**src/rtl/gr8_dram_pkg.sv**
```systemverilog
// Shared types and address-split constants for the GR8 DRAM scheduler.
package gr8_dram_pkg;

    localparam int ADDR_W   = 23;
    localparam int RA_W     = 11;
    localparam int BANK_BIT = 22;
    localparam int ROW_HI   = 21;
    localparam int ROW_LO   = 11;
    localparam int COL_HI   = 10;
    localparam int COL_LO   = 0;

    typedef enum logic [2:0] {
        IDLE    = 3'd0,
        ROW     = 3'd1,
        COL     = 3'd2,
        PRE     = 3'd3,
        REF_CAS = 3'd4,
        REF_RAS = 3'd5
    } sched_state_t;

    typedef enum logic [1:0] {
        OWN_SLOT = 2'd0,
        OWN_BG   = 2'd1,
        OWN_REF  = 2'd2
    } sched_owner_t;

    function automatic logic [RA_W-1:0] row_of(input logic [ADDR_W-1:0] a);
        return a[ROW_HI:ROW_LO];
    endfunction

    function automatic logic [RA_W-1:0] col_of(input logic [ADDR_W-1:0] a);
        return a[COL_HI:COL_LO];
    endfunction

    function automatic logic bank_of(input logic [ADDR_W-1:0] a);
        return a[BANK_BIT];
    endfunction

endpackage

```
**src/rtl/gr8_dram_sched_if.sv**
```systemverilog
// Level-request / one-cycle-ack port used by the slot and background requesters.
interface gr8_dram_sched_if;
    import gr8_dram_pkg::*;

    logic              req;
    logic              we;
    logic [ADDR_W-1:0] addr;
    logic              ack;

    modport master (output req, output we, output addr, input ack);
    modport slave  (input req, input we, input addr, output ack);

endinterface

```
**src/rtl/gr8_refresh_timer.sv**
```systemverilog
// Refresh interval counter with a saturating count of owed CBR refreshes.
module gr8_refresh_timer #(
    parameter int REF_INTERVAL = 112,
    parameter int REF_MAX      = 3,
    parameter int PEND_W       = 2
) (
    input  logic              C7M,
    input  logic              nRES,
    input  logic              i_consume,
    output logic [PEND_W-1:0] o_pending,
    output logic              o_ref_ovr
);

    localparam int TMR_W = (REF_INTERVAL > 1) ? $clog2(REF_INTERVAL) : 1;

    logic [TMR_W-1:0]  r_timer;
    logic [PEND_W-1:0] r_pending;
    logic              r_ovr;
    logic              w_tick;
    logic              w_full;

    assign w_tick    = (r_timer == TMR_W'(REF_INTERVAL - 1));
    assign w_full    = (r_pending == PEND_W'(REF_MAX));
    assign o_pending = r_pending;
    assign o_ref_ovr = r_ovr;

    // Free-running interval timer; tick adds a refresh, a started CBR removes one.
    always_ff @(posedge C7M) begin
        if (!nRES) begin
            r_timer   <= '0;
            r_pending <= '0;
            r_ovr     <= 1'b0;
        end else begin
            if (w_tick) r_timer <= '0;
            else        r_timer <= r_timer + 1'b1;

            if (w_tick && !i_consume) begin
                if (!w_full) r_pending <= r_pending + 1'b1;
            end else if (!w_tick && i_consume && (r_pending != '0)) begin
                r_pending <= r_pending - 1'b1;
            end

            if (w_tick && w_full) r_ovr <= 1'b1;
        end
    end

endmodule

```
**src/rtl/gr8_dram_sched.sv**
```systemverilog
// DRAM sequencer/arbiter: slot accesses, CBR refresh and background engine
// share one DRAM. All DRAM strobes are registered from the next-state decode.
//
//  state   | meaning
//  IDLE    | nothing granted, strobes high
//  ROW     | row address driven, nRAS low
//  COL     | column address, nRAS + selected nCAS low, ack on last cycle
//  PRE     | precharge, strobes high; last cycle re-arbitrates
//  REF_CAS | CBR step 1: both nCAS low, nRAS high
//  REF_RAS | CBR step 2: nRAS low with both nCAS low
module gr8_dram_sched
    import gr8_dram_pkg::*;
#(
    parameter int REF_INTERVAL = 112,
    parameter int CAS_CYC      = 2,
    parameter int RAS_CYC      = 2,
    parameter int PRE_CYC      = 2,
    parameter int REF_MAX      = 3
) (
    input  logic            C7M,
    input  logic            nRES,
    gr8_dram_sched_if.slave slot,
    gr8_dram_sched_if.slave bg,
    output logic [RA_W-1:0] RA,
    output logic            nRAS,
    output logic            nCAS0,
    output logic            nCAS1,
    output logic            nRWE,
    output logic            busy,
    output logic            ref_ovr
);

    localparam int PEND_W  = $clog2(REF_MAX + 1);
    localparam int CNT_MAX = (CAS_CYC > RAS_CYC) ? ((CAS_CYC > PRE_CYC) ? CAS_CYC : PRE_CYC)
                                                 : ((RAS_CYC > PRE_CYC) ? RAS_CYC : PRE_CYC);
    localparam int CNT_W   = (CNT_MAX > 1) ? $clog2(CNT_MAX) : 1;

    sched_state_t      r_state, w_state_nxt;
    sched_owner_t      r_owner, w_owner_nxt;
    logic [CNT_W-1:0]  r_cnt, w_cnt_nxt;
    logic              r_we, w_we_nxt;
    logic [ADDR_W-1:0] r_addr, w_addr_nxt;
    logic              w_arb;
    logic              w_consume;
    logic [PEND_W-1:0] w_pending;

    logic [RA_W-1:0]   r_ra, w_ra;
    logic              r_nras, w_nras;
    logic              r_ncas0, w_ncas0;
    logic              r_ncas1, w_ncas1;
    logic              r_nrwe, w_nrwe;
    logic              r_slot_ack, w_slot_ack;
    logic              r_bg_ack, w_bg_ack;
    logic              r_busy;

    gr8_refresh_timer #(
        .REF_INTERVAL(REF_INTERVAL),
        .REF_MAX     (REF_MAX),
        .PEND_W      (PEND_W)
    ) u_timer (
        .C7M      (C7M),
        .nRES     (nRES),
        .i_consume(w_consume),
        .o_pending(w_pending),
        .o_ref_ovr(ref_ovr)
    );

    // Next-state: sequence timing plus priority arbitration at IDLE / end of PRE.
    always_comb begin
        w_state_nxt = r_state;
        w_cnt_nxt   = r_cnt;
        w_owner_nxt = r_owner;
        w_we_nxt    = r_we;
        w_addr_nxt  = r_addr;
        w_arb       = 1'b0;
        w_consume   = 1'b0;
        case (r_state)
            IDLE: w_arb = 1'b1;
            ROW: begin
                w_state_nxt = COL;
                w_cnt_nxt   = CNT_W'(CAS_CYC - 1);
            end
            COL: begin
                if (r_cnt == '0) begin
                    w_state_nxt = PRE;
                    w_cnt_nxt   = CNT_W'(PRE_CYC - 1);
                end else begin
                    w_cnt_nxt = r_cnt - 1'b1;
                end
            end
            REF_CAS: begin
                w_state_nxt = REF_RAS;
                w_cnt_nxt   = CNT_W'(RAS_CYC - 1);
                w_consume   = 1'b1;
            end
            REF_RAS: begin
                if (r_cnt == '0) begin
                    w_state_nxt = PRE;
                    w_cnt_nxt   = CNT_W'(PRE_CYC - 1);
                end else begin
                    w_cnt_nxt = r_cnt - 1'b1;
                end
            end
            PRE: begin
                if (r_cnt == '0) w_arb = 1'b1;
                else             w_cnt_nxt = r_cnt - 1'b1;
            end
            default: w_state_nxt = IDLE;
        endcase

        if (w_arb) begin
            if (w_pending == PEND_W'(REF_MAX)) begin
                w_state_nxt = REF_CAS;
                w_owner_nxt = OWN_REF;
            end else if (slot.req) begin
                w_state_nxt = ROW;
                w_owner_nxt = OWN_SLOT;
                w_we_nxt    = slot.we;
                w_addr_nxt  = slot.addr;
            end else if (w_pending != '0) begin
                w_state_nxt = REF_CAS;
                w_owner_nxt = OWN_REF;
            end else if (bg.req) begin
                w_state_nxt = ROW;
                w_owner_nxt = OWN_BG;
                w_we_nxt    = bg.we;
                w_addr_nxt  = bg.addr;
            end else begin
                w_state_nxt = IDLE;
            end
        end
    end

    // Strobe/address decode of the state being entered, so pins change with the state.
    always_comb begin
        w_ra       = r_ra;
        w_nras     = 1'b1;
        w_ncas0    = 1'b1;
        w_ncas1    = 1'b1;
        w_nrwe     = 1'b1;
        w_slot_ack = 1'b0;
        w_bg_ack   = 1'b0;
        case (w_state_nxt)
            ROW: begin
                w_ra   = row_of(w_addr_nxt);
                w_nras = 1'b0;
            end
            COL: begin
                w_ra   = col_of(w_addr_nxt);
                w_nras = 1'b0;
                if (bank_of(w_addr_nxt)) w_ncas1 = 1'b0;
                else                     w_ncas0 = 1'b0;
                w_nrwe = ~w_we_nxt;
                if (w_cnt_nxt == '0) begin
                    if (w_owner_nxt == OWN_SLOT) w_slot_ack = 1'b1;
                    else                         w_bg_ack   = 1'b1;
                end
            end
            REF_CAS: begin
                w_ncas0 = 1'b0;
                w_ncas1 = 1'b0;
            end
            REF_RAS: begin
                w_nras  = 1'b0;
                w_ncas0 = 1'b0;
                w_ncas1 = 1'b0;
            end
            default: ;
        endcase
    end

    // State, latched grant and registered DRAM pins; reset aborts any operation.
    always_ff @(posedge C7M) begin
        if (!nRES) begin
            r_state    <= IDLE;
            r_cnt      <= '0;
            r_owner    <= OWN_SLOT;
            r_we       <= 1'b0;
            r_addr     <= '0;
            r_ra       <= '0;
            r_nras     <= 1'b1;
            r_ncas0    <= 1'b1;
            r_ncas1    <= 1'b1;
            r_nrwe     <= 1'b1;
            r_slot_ack <= 1'b0;
            r_bg_ack   <= 1'b0;
            r_busy     <= 1'b0;
        end else begin
            r_state    <= w_state_nxt;
            r_cnt      <= w_cnt_nxt;
            r_owner    <= w_owner_nxt;
            r_we       <= w_we_nxt;
            r_addr     <= w_addr_nxt;
            r_ra       <= w_ra;
            r_nras     <= w_nras;
            r_ncas0    <= w_ncas0;
            r_ncas1    <= w_ncas1;
            r_nrwe     <= w_nrwe;
            r_slot_ack <= w_slot_ack;
            r_bg_ack   <= w_bg_ack;
            r_busy     <= (w_state_nxt != IDLE);
        end
    end

    assign RA       = r_ra;
    assign nRAS     = r_nras;
    assign nCAS0    = r_ncas0;
    assign nCAS1    = r_ncas1;
    assign nRWE     = r_nrwe;
    assign busy     = r_busy;
    assign slot.ack = r_slot_ack;
    assign bg.ack   = r_bg_ack;

endmodule

```
**src/flat_wrapper.sv**
```systemverilog
// flat-port wrapper written by rule: the top's interface ports become plain ports
module gr8_dram_sched_flat import gr8_dram_pkg::*;
#(
    parameter int REF_INTERVAL = 112,
    parameter int CAS_CYC      = 2,
    parameter int RAS_CYC      = 2,
    parameter int PRE_CYC      = 2,
    parameter int REF_MAX      = 3
)
  (C7M, nRES, RA, nRAS, nCAS0, nCAS1, nRWE, busy, ref_ovr, slot_req, slot_we, slot_addr, slot_ack, bg_req, bg_we, bg_addr, bg_ack);
  gr8_dram_sched_if slot_i ();
  gr8_dram_sched_if bg_i ();
  input  logic C7M;
  input  logic nRES;
  output logic [RA_W-1:0] RA;
  output logic nRAS;
  output logic nCAS0;
  output logic nCAS1;
  output logic nRWE;
  output logic busy;
  output logic ref_ovr;
  input wire logic [$bits(slot_i.req)-1:0] slot_req;
  input wire logic [$bits(slot_i.we)-1:0] slot_we;
  input wire logic [$bits(slot_i.addr)-1:0] slot_addr;
  output wire logic [$bits(slot_i.ack)-1:0] slot_ack;
  input wire logic [$bits(bg_i.req)-1:0] bg_req;
  input wire logic [$bits(bg_i.we)-1:0] bg_we;
  input wire logic [$bits(bg_i.addr)-1:0] bg_addr;
  output wire logic [$bits(bg_i.ack)-1:0] bg_ack;
  assign slot_i.req = slot_req;
  assign slot_i.we = slot_we;
  assign slot_i.addr = slot_addr;
  assign slot_ack = slot_i.ack;
  assign bg_i.req = bg_req;
  assign bg_i.we = bg_we;
  assign bg_i.addr = bg_addr;
  assign bg_ack = bg_i.ack;
  gr8_dram_sched #(.REF_INTERVAL(REF_INTERVAL), .CAS_CYC(CAS_CYC), .RAS_CYC(RAS_CYC), .PRE_CYC(PRE_CYC), .REF_MAX(REF_MAX)) u_core (.C7M(C7M), .nRES(nRES), .slot(slot_i), .bg(bg_i), .RA(RA), .nRAS(nRAS), .nCAS0(nCAS0), .nCAS1(nCAS1), .nRWE(nRWE), .busy(busy), .ref_ovr(ref_ovr));
endmodule
```
**config.mk**
```make
export PLATFORM = sky130hd
export DESIGN_NAME = gr8_dram_sched_flat
export DESIGN_NICKNAME = d
export VERILOG_FILES = /design/src/rtl/gr8_dram_pkg.sv /design/src/rtl/gr8_dram_sched_if.sv /design/src/rtl/gr8_refresh_timer.sv /design/src/rtl/gr8_dram_sched.sv /design/src/flat_wrapper.sv
export SDC_FILE = /design/constraint.sdc
export NUM_CORES = 1
export LEC_CHECK = 0
export ABC_CLOCK_PERIOD_IN_PS = 1600
export BUFFER_PORTS_ARGS = -buffer_cell sky130_fd_sc_hd__buf_2
export CORE_MARGIN = 2
export CORE_UTILIZATION = 46
export CTS_CLUSTER_SIZE = 28
export DETAILED_ROUTE_END_ITERATION = 6
export HOLD_SLACK_MARGIN = 0.1
export PLACE_DENSITY = 0.75
export SKIP_CTS_REPAIR_TIMING = 1
export SYNTH_ARGS = -nofsm -noshare
export SYNTH_HDL_FRONTEND = slang
export SYNTH_HIERARCHICAL = 1
export SYNTH_SLANG_ARGS = --single-unit
```
**constraint.sdc**
```tcl
create_clock -name C7M -period 1.6 [get_ports C7M]
set_input_delay 0 -clock C7M [delete_from_list [all_inputs] [get_ports C7M]]
set_output_delay 0 -clock C7M [all_outputs]
set_load 0.03 [all_outputs]
```
Word-level counts from Yosys, hierarchy flattened --
Cells that the tools add are included.
Storage, ports and cells: bits in registers 58, input bits 52
Operators by class: mux-type cells 39, reduce and logical (&&, ||, !) cells 21, bitwise logic cells 3, add/sub/neg operators 4, eq/ne operators 12
Operators by type and width (count):
- $mux 23 | 5
- $pmux 11 s2 | 1
- $mux 2 | 8
- $mux 1 | 15
- $mux 3 | 5
- $eq 3x3->1 const B | 4
- $pmux 3 s4 | 1
- $reduce_or 2->1 | 5
- $eq 3x2->1 const B | 3
- $add 7x1->7 const B | 1
- $eq 7x7->1 const B | 1
- $eq 3x1->1 const B | 2
- $pmux 1 s2 | 3
- $reduce_bool 2->1 | 3
- $reduce_or 3->1 | 2
- $logic_and 1x1->1 | 4
- $reduce_and 2->1 | 2
- $logic_not 3->1 | 1
- $not 1->1 | 3
- $pmux 1 s3 | 1
- $reduce_bool 3->1 | 1
- $add 2x1->2 const B | 1
- $eq 2x2->1 const B | 1
- $logic_not 1->1 | 2
- 4 further kinds | 4

Logic depth before layout (Yosys ltp) --
depth in word-level cells 8, depth in mapped cells 8, mapped depth without buffers 5

Modules after synthesis --
The synthesis kept the hierarchy.
Modules (own cells, without submodules):
- gr8_dram_sched | cells an instance 248, instances 1, area an instance 2123.3 µm²
- gr8_refresh_timer | cells an instance 45, instances 1, area an instance 417.9 µm²

Worst setup path before layout --
Ideal clock, no wire load.
path kind register to register, start point register u_core.r_state[1], end point register u_core.r_ra[0] (netlist: u_core/RA[0]), buffers on the path 3, cell stages (with the launch flop) 9, period minus slack after synthesis 1.638 ns, arrival time 1.524 ns, data required time 1.486 ns, setup slack -0.038 ns, path through dfxtp_1 -> buf_6 -> nor4bb_1 -> buf_4 -> or2_4 -> buf_6 -> a22oi_1 -> o22ai_1 -> a21o_1
On the way: longest elaborated chain between the ends 6, elaborated cells between the ends (all ways) 17, classes of those cells 7 x eq/ne; 6 x mux; 4 x reduce/logical
RTL lines:
- from (decl) | line gr8_dram_sched.sv:38 | sched_state_t r_state, w_state_nxt;
- from (signal assigned) | line gr8_dram_sched.sv:189 | r_state <= w_state_nxt;
- $eq 3x2->1 (tied with other cells) | line gr8_dram_sched.sv:77 | case (r_state)
- $reduce_or 2->1 (no line)
- $pmux 3 s4 | line gr8_dram_sched.sv:77
- $mux 3 | line gr8_dram_sched.sv:111 | if (w_arb) begin
- $eq 3x2->1 / $eq 3x1->1 (equally long branches) | line gr8_dram_sched.sv:143 | case (w_state_nxt)
- $pmux 11 s2 / $reduce_bool 2->1 (equally long branches)
- to (signal assigned) | line gr8_dram_sched.sv:194 | r_ra <= w_ra;
- to (decl) | line gr8_dram_sched.sv:47 | logic [RA_W-1:0] r_ra, w_ra;
Several ways; a longest one is shown, not always the timed one. A chain may end at the register's enable or synchronous reset.

Worst setup path after layout --
start point register u_core.u_timer.r_pending[1] (netlist: u_core/u_timer/o_pending[1]), end point register u_core.r_ra[6] (netlist: u_core/RA[6])
On the way: longest elaborated chain between the ends 7, elaborated cells between the ends (all ways) 14, classes of those cells 3 x eq/ne; 9 x mux; 2 x reduce/logical
RTL lines:
- from (decl) | line gr8_refresh_timer.sv:17 | logic [PEND_W-1:0] r_pending;
- from (signal assigned) | line gr8_refresh_timer.sv:38 | if (!w_full) r_pending <= r_pending + 1'b1;
- from (signal assigned) | line gr8_refresh_timer.sv:40 | r_pending <= r_pending - 1'b1;
- $reduce_bool 2->1 | line gr8_dram_sched.sv:120 | end else if (w_pending != '0) begin
- $mux 3 | line gr8_dram_sched.sv:120
- $mux 3 | line gr8_dram_sched.sv:115 | end else if (slot.req) begin
- $mux 3 | line gr8_dram_sched.sv:112 | if (w_pending == PEND_W'(REF_MAX)) begin
- $mux 3 | line gr8_dram_sched.sv:111
- $eq 3x2->1 / $eq 3x1->1 (equally long branches) | line gr8_dram_sched.sv:143
- $pmux 11 s2 / $reduce_bool 2->1 (equally long branches)
Several ways; a longest one is shown, not always the timed one.

==> reports/qor.yml <==
synth:
  yosysSeqAreaShare_pct: 37.0
  syn-cell-area_um2: 2540
  synth_most_common_cell: "dfxtp_1"
  syn_nets: 346
  synth_top_cells_by_count: "47 x dfxtp_1, 23 x a22oi_1, 22 x nand3b_1"
  synth_edf_count: 0
  ys.flop_type: "dfxtp_1"
  syn_avg_cell_area_um2: 8.67
  syn_inst: 293
  synth_top_area_cell: "dfxtp_1"
  synth_seq_cells: 47
  synth_top_area_share_pct: 37.0
  synth_cell_type_count: 54
  ys_async_sr_fraction_pct: 0
  yosys_warnings: 6
  synth_area_leaders: "dfxtp_1 37%, a22oi_1 6.8%, nand3b_1 6.5%"
sta:
  drv_slew: 0
  tns_ps: -646
  fin_crit_ps: 1660
  rsz0062_at_grt: "true"
  setup_viol: 13
  hold_violations: 0
  post-route-period-util_pct: 104
  slew_headroom_pct: 65.9
  worst_slew_pin_slew_ps: 512
  fin_ws_ps: -62.2
  clock.fmax_mhz: 602
  clock_skew_ps: 6.09
placed_design:
  io_buffers: 70
  post-place-ws_ps: -149
  post-dp-hpwl_um: 4930
  gp_congestion: 0.874
  post_dp_cell_area_um2: 3120
global_routing:
  overflow: 0
  track_usage_pct: 22.0
  grt_max_degree: 32
  grt_pass1_wl_um: 10600
  grt_pass1_vias: 2194
  antenna_found_initial: 0
layout:
  layout.nets: 442
  design_area_um2: 3520
  insertedDiodeCount: 0
  fillCellCount: 459
  seq_area_um2: 953
  multi_input_area_um2: 1630
  syn2layout_area_growth_pct: 38.6
  drive_gt1_share_pct: 40.8
clock_network:
  clk_latency_ps: 300
  root_buffer: "clkbuf_8"
  clkSinkCount: 47
  path_clk_slew_ps: 90
  htree_levels: 2
  cts_tree: "built"
  numCtsBuffers: 5
  cts.path.max_buffers: 2
run_status:
  outcome: "complete, but fails checks"
  violations: "setup timing"
pwr:
  ir_drop_v: 0.000615
  power.leakage_nw: 1.55
  power_density_nw_per_um2: 950
drt:
  antenna_left: 0
  drt_iter0_markers: 240
  remaining_drc_errors: 0
  wl_met1_um: 3340
  top_layer_used: "met4"
  firstDrtPassIters: 5
  num_vias: 2646
  drt-wirelength-per-cell_um: 16.1
  met3_length_um: 480
  route.met2.wl_um: 3490
  via_per_inst: 5.73
  wl_um: 7420
floorplanning:
  rows: 27
  die_area_um2: 6130
  die_height_um: 78.3
  die_w_um: 78.3
  core_area_um2: 5410
  io_pins: 71
  initial_core_util_pct: 47.0
worst_setup_path:
  crit_type: "reg -> reg"
  crit_path_start_kind: "flip-flop"
  cp_max_fo: 10
  end_kind: "flip-flop"
  crit_chain: "nor3b_2, buf_4, nor2_1, o21ai_1, a21boi_1, buf_4, a21o_1"
  cp_slowest_cell: "dfxtp_1"
  r2r_setup_slack_ps: -60
  crit_top_cell: "buf_4"
  slowest_delay_ps: 470
  cp_data_required_time_ps: 1850
  cp.arrival_ps: 1910
run:
  maxCapViolCount: 0
min_path:
  hp-class: "in -> reg"
-- final cells by class --
| cell class | instances | area share [%] |
|---|---|---|
| Sequential cell | 47 | 27.1 |
| Clock buffer | 7 | 2.45 |
| Clock inverter | 1 | 0.249 |
| Inverter | 5 | 0.533 |
| Tap cell | 72 | 2.56 |
| Timing Repair Buffer | 114 | 20.9 |
| Multi-Input combinational cell | 216 | 46.3 |
-- stage by stage --
stage               utilization (%)  power [W]  cells  hold WS, ps
finish                         65.1    0.00334    462         87.8
global route                   65.1    0.00350    462          101
CTS                            59.5    0.00316    444         67.8
detailed placement             57.8    0.00242    436          369
global placement               57.8    0.00240    436          376
floorplan                         -    0.00210    293          118
-- worst paths after layout --
check,from,end,cells past startpoint
worst min register to register,u_core/RA[9],u_core/RA[9],1
worst max-delay path,u_core/u_timer/o_pending[1],u_core/RA[6],7
worst min-delay path,slot_addr[22],u_core/r_addr[22],3
worst max register to register,u_core/u_timer/o_pending[1],u_core/RA[6],7
-- critical path, delay by kind of cell, from the launching register on --
kind	cells	cell delay (ps)
DFF	1	470
AOI/OAI and AO/OA	3	480
buffers and inverters	2	420
and+or+nand+nor	2	240
-- layout by cell type (no fill, tap or decap), drive strengths merged, types with 2 or more instances in the layout --
cell type / count
o22ai: 16
a22oi: 23
o211ai: 11
nand2: 13
o2111ai: 2
dlygate4sd3: 5
nor3: 5
inv: 5
or3b: 2
nor4: 2
dfxtp: 47
a21boi: 4
and2: 5
and3: 2
o21ai: 11
xor2: 3
a21o: 10
nand3: 4
buf: 109
nor3b: 2
nor2: 18
a21oi: 9
clkbuf: 7
nand3b: 22
o21a: 3
nor2b: 17
nand2b: 15
-- state kept, by name, summed over array words and instances, names as in the netlist, 2 cells and up --
register and count:
u_core/u_timer/o_pending 2, u_core/RA 11, u_core/r_owner 2, u_core/u_timer/r_timer 7, u_core/r_state 3, u_core/r_addr 12
-- per-layer routing --
layer	vias up	global-route usage, %
met5	-	0
met4	0	7.19
li1	1264	-
met1	1263	31.1
met2	109	33.8
met3	10	4.37
-- cell families after synthesis --
group	synth area share [%]
flops	37.0
simple gates	27.1
xor+xnor	1.38
compound gates	27.4
buf+inv	6.25
fa+ha+maj	0.886
-- power breakdown --
| group | total [W] | switching (W) | internal [W] |
|---|---|---|---|
| Sequential | 0.00138 | 0.0000747 | 0.00130 |
| Clock | 0.000744 | 0.000390 | 0.000354 |
| Combinational | 0.00122 | 0.000659 | 0.000564 |
(Power assumes the default switching activity.)
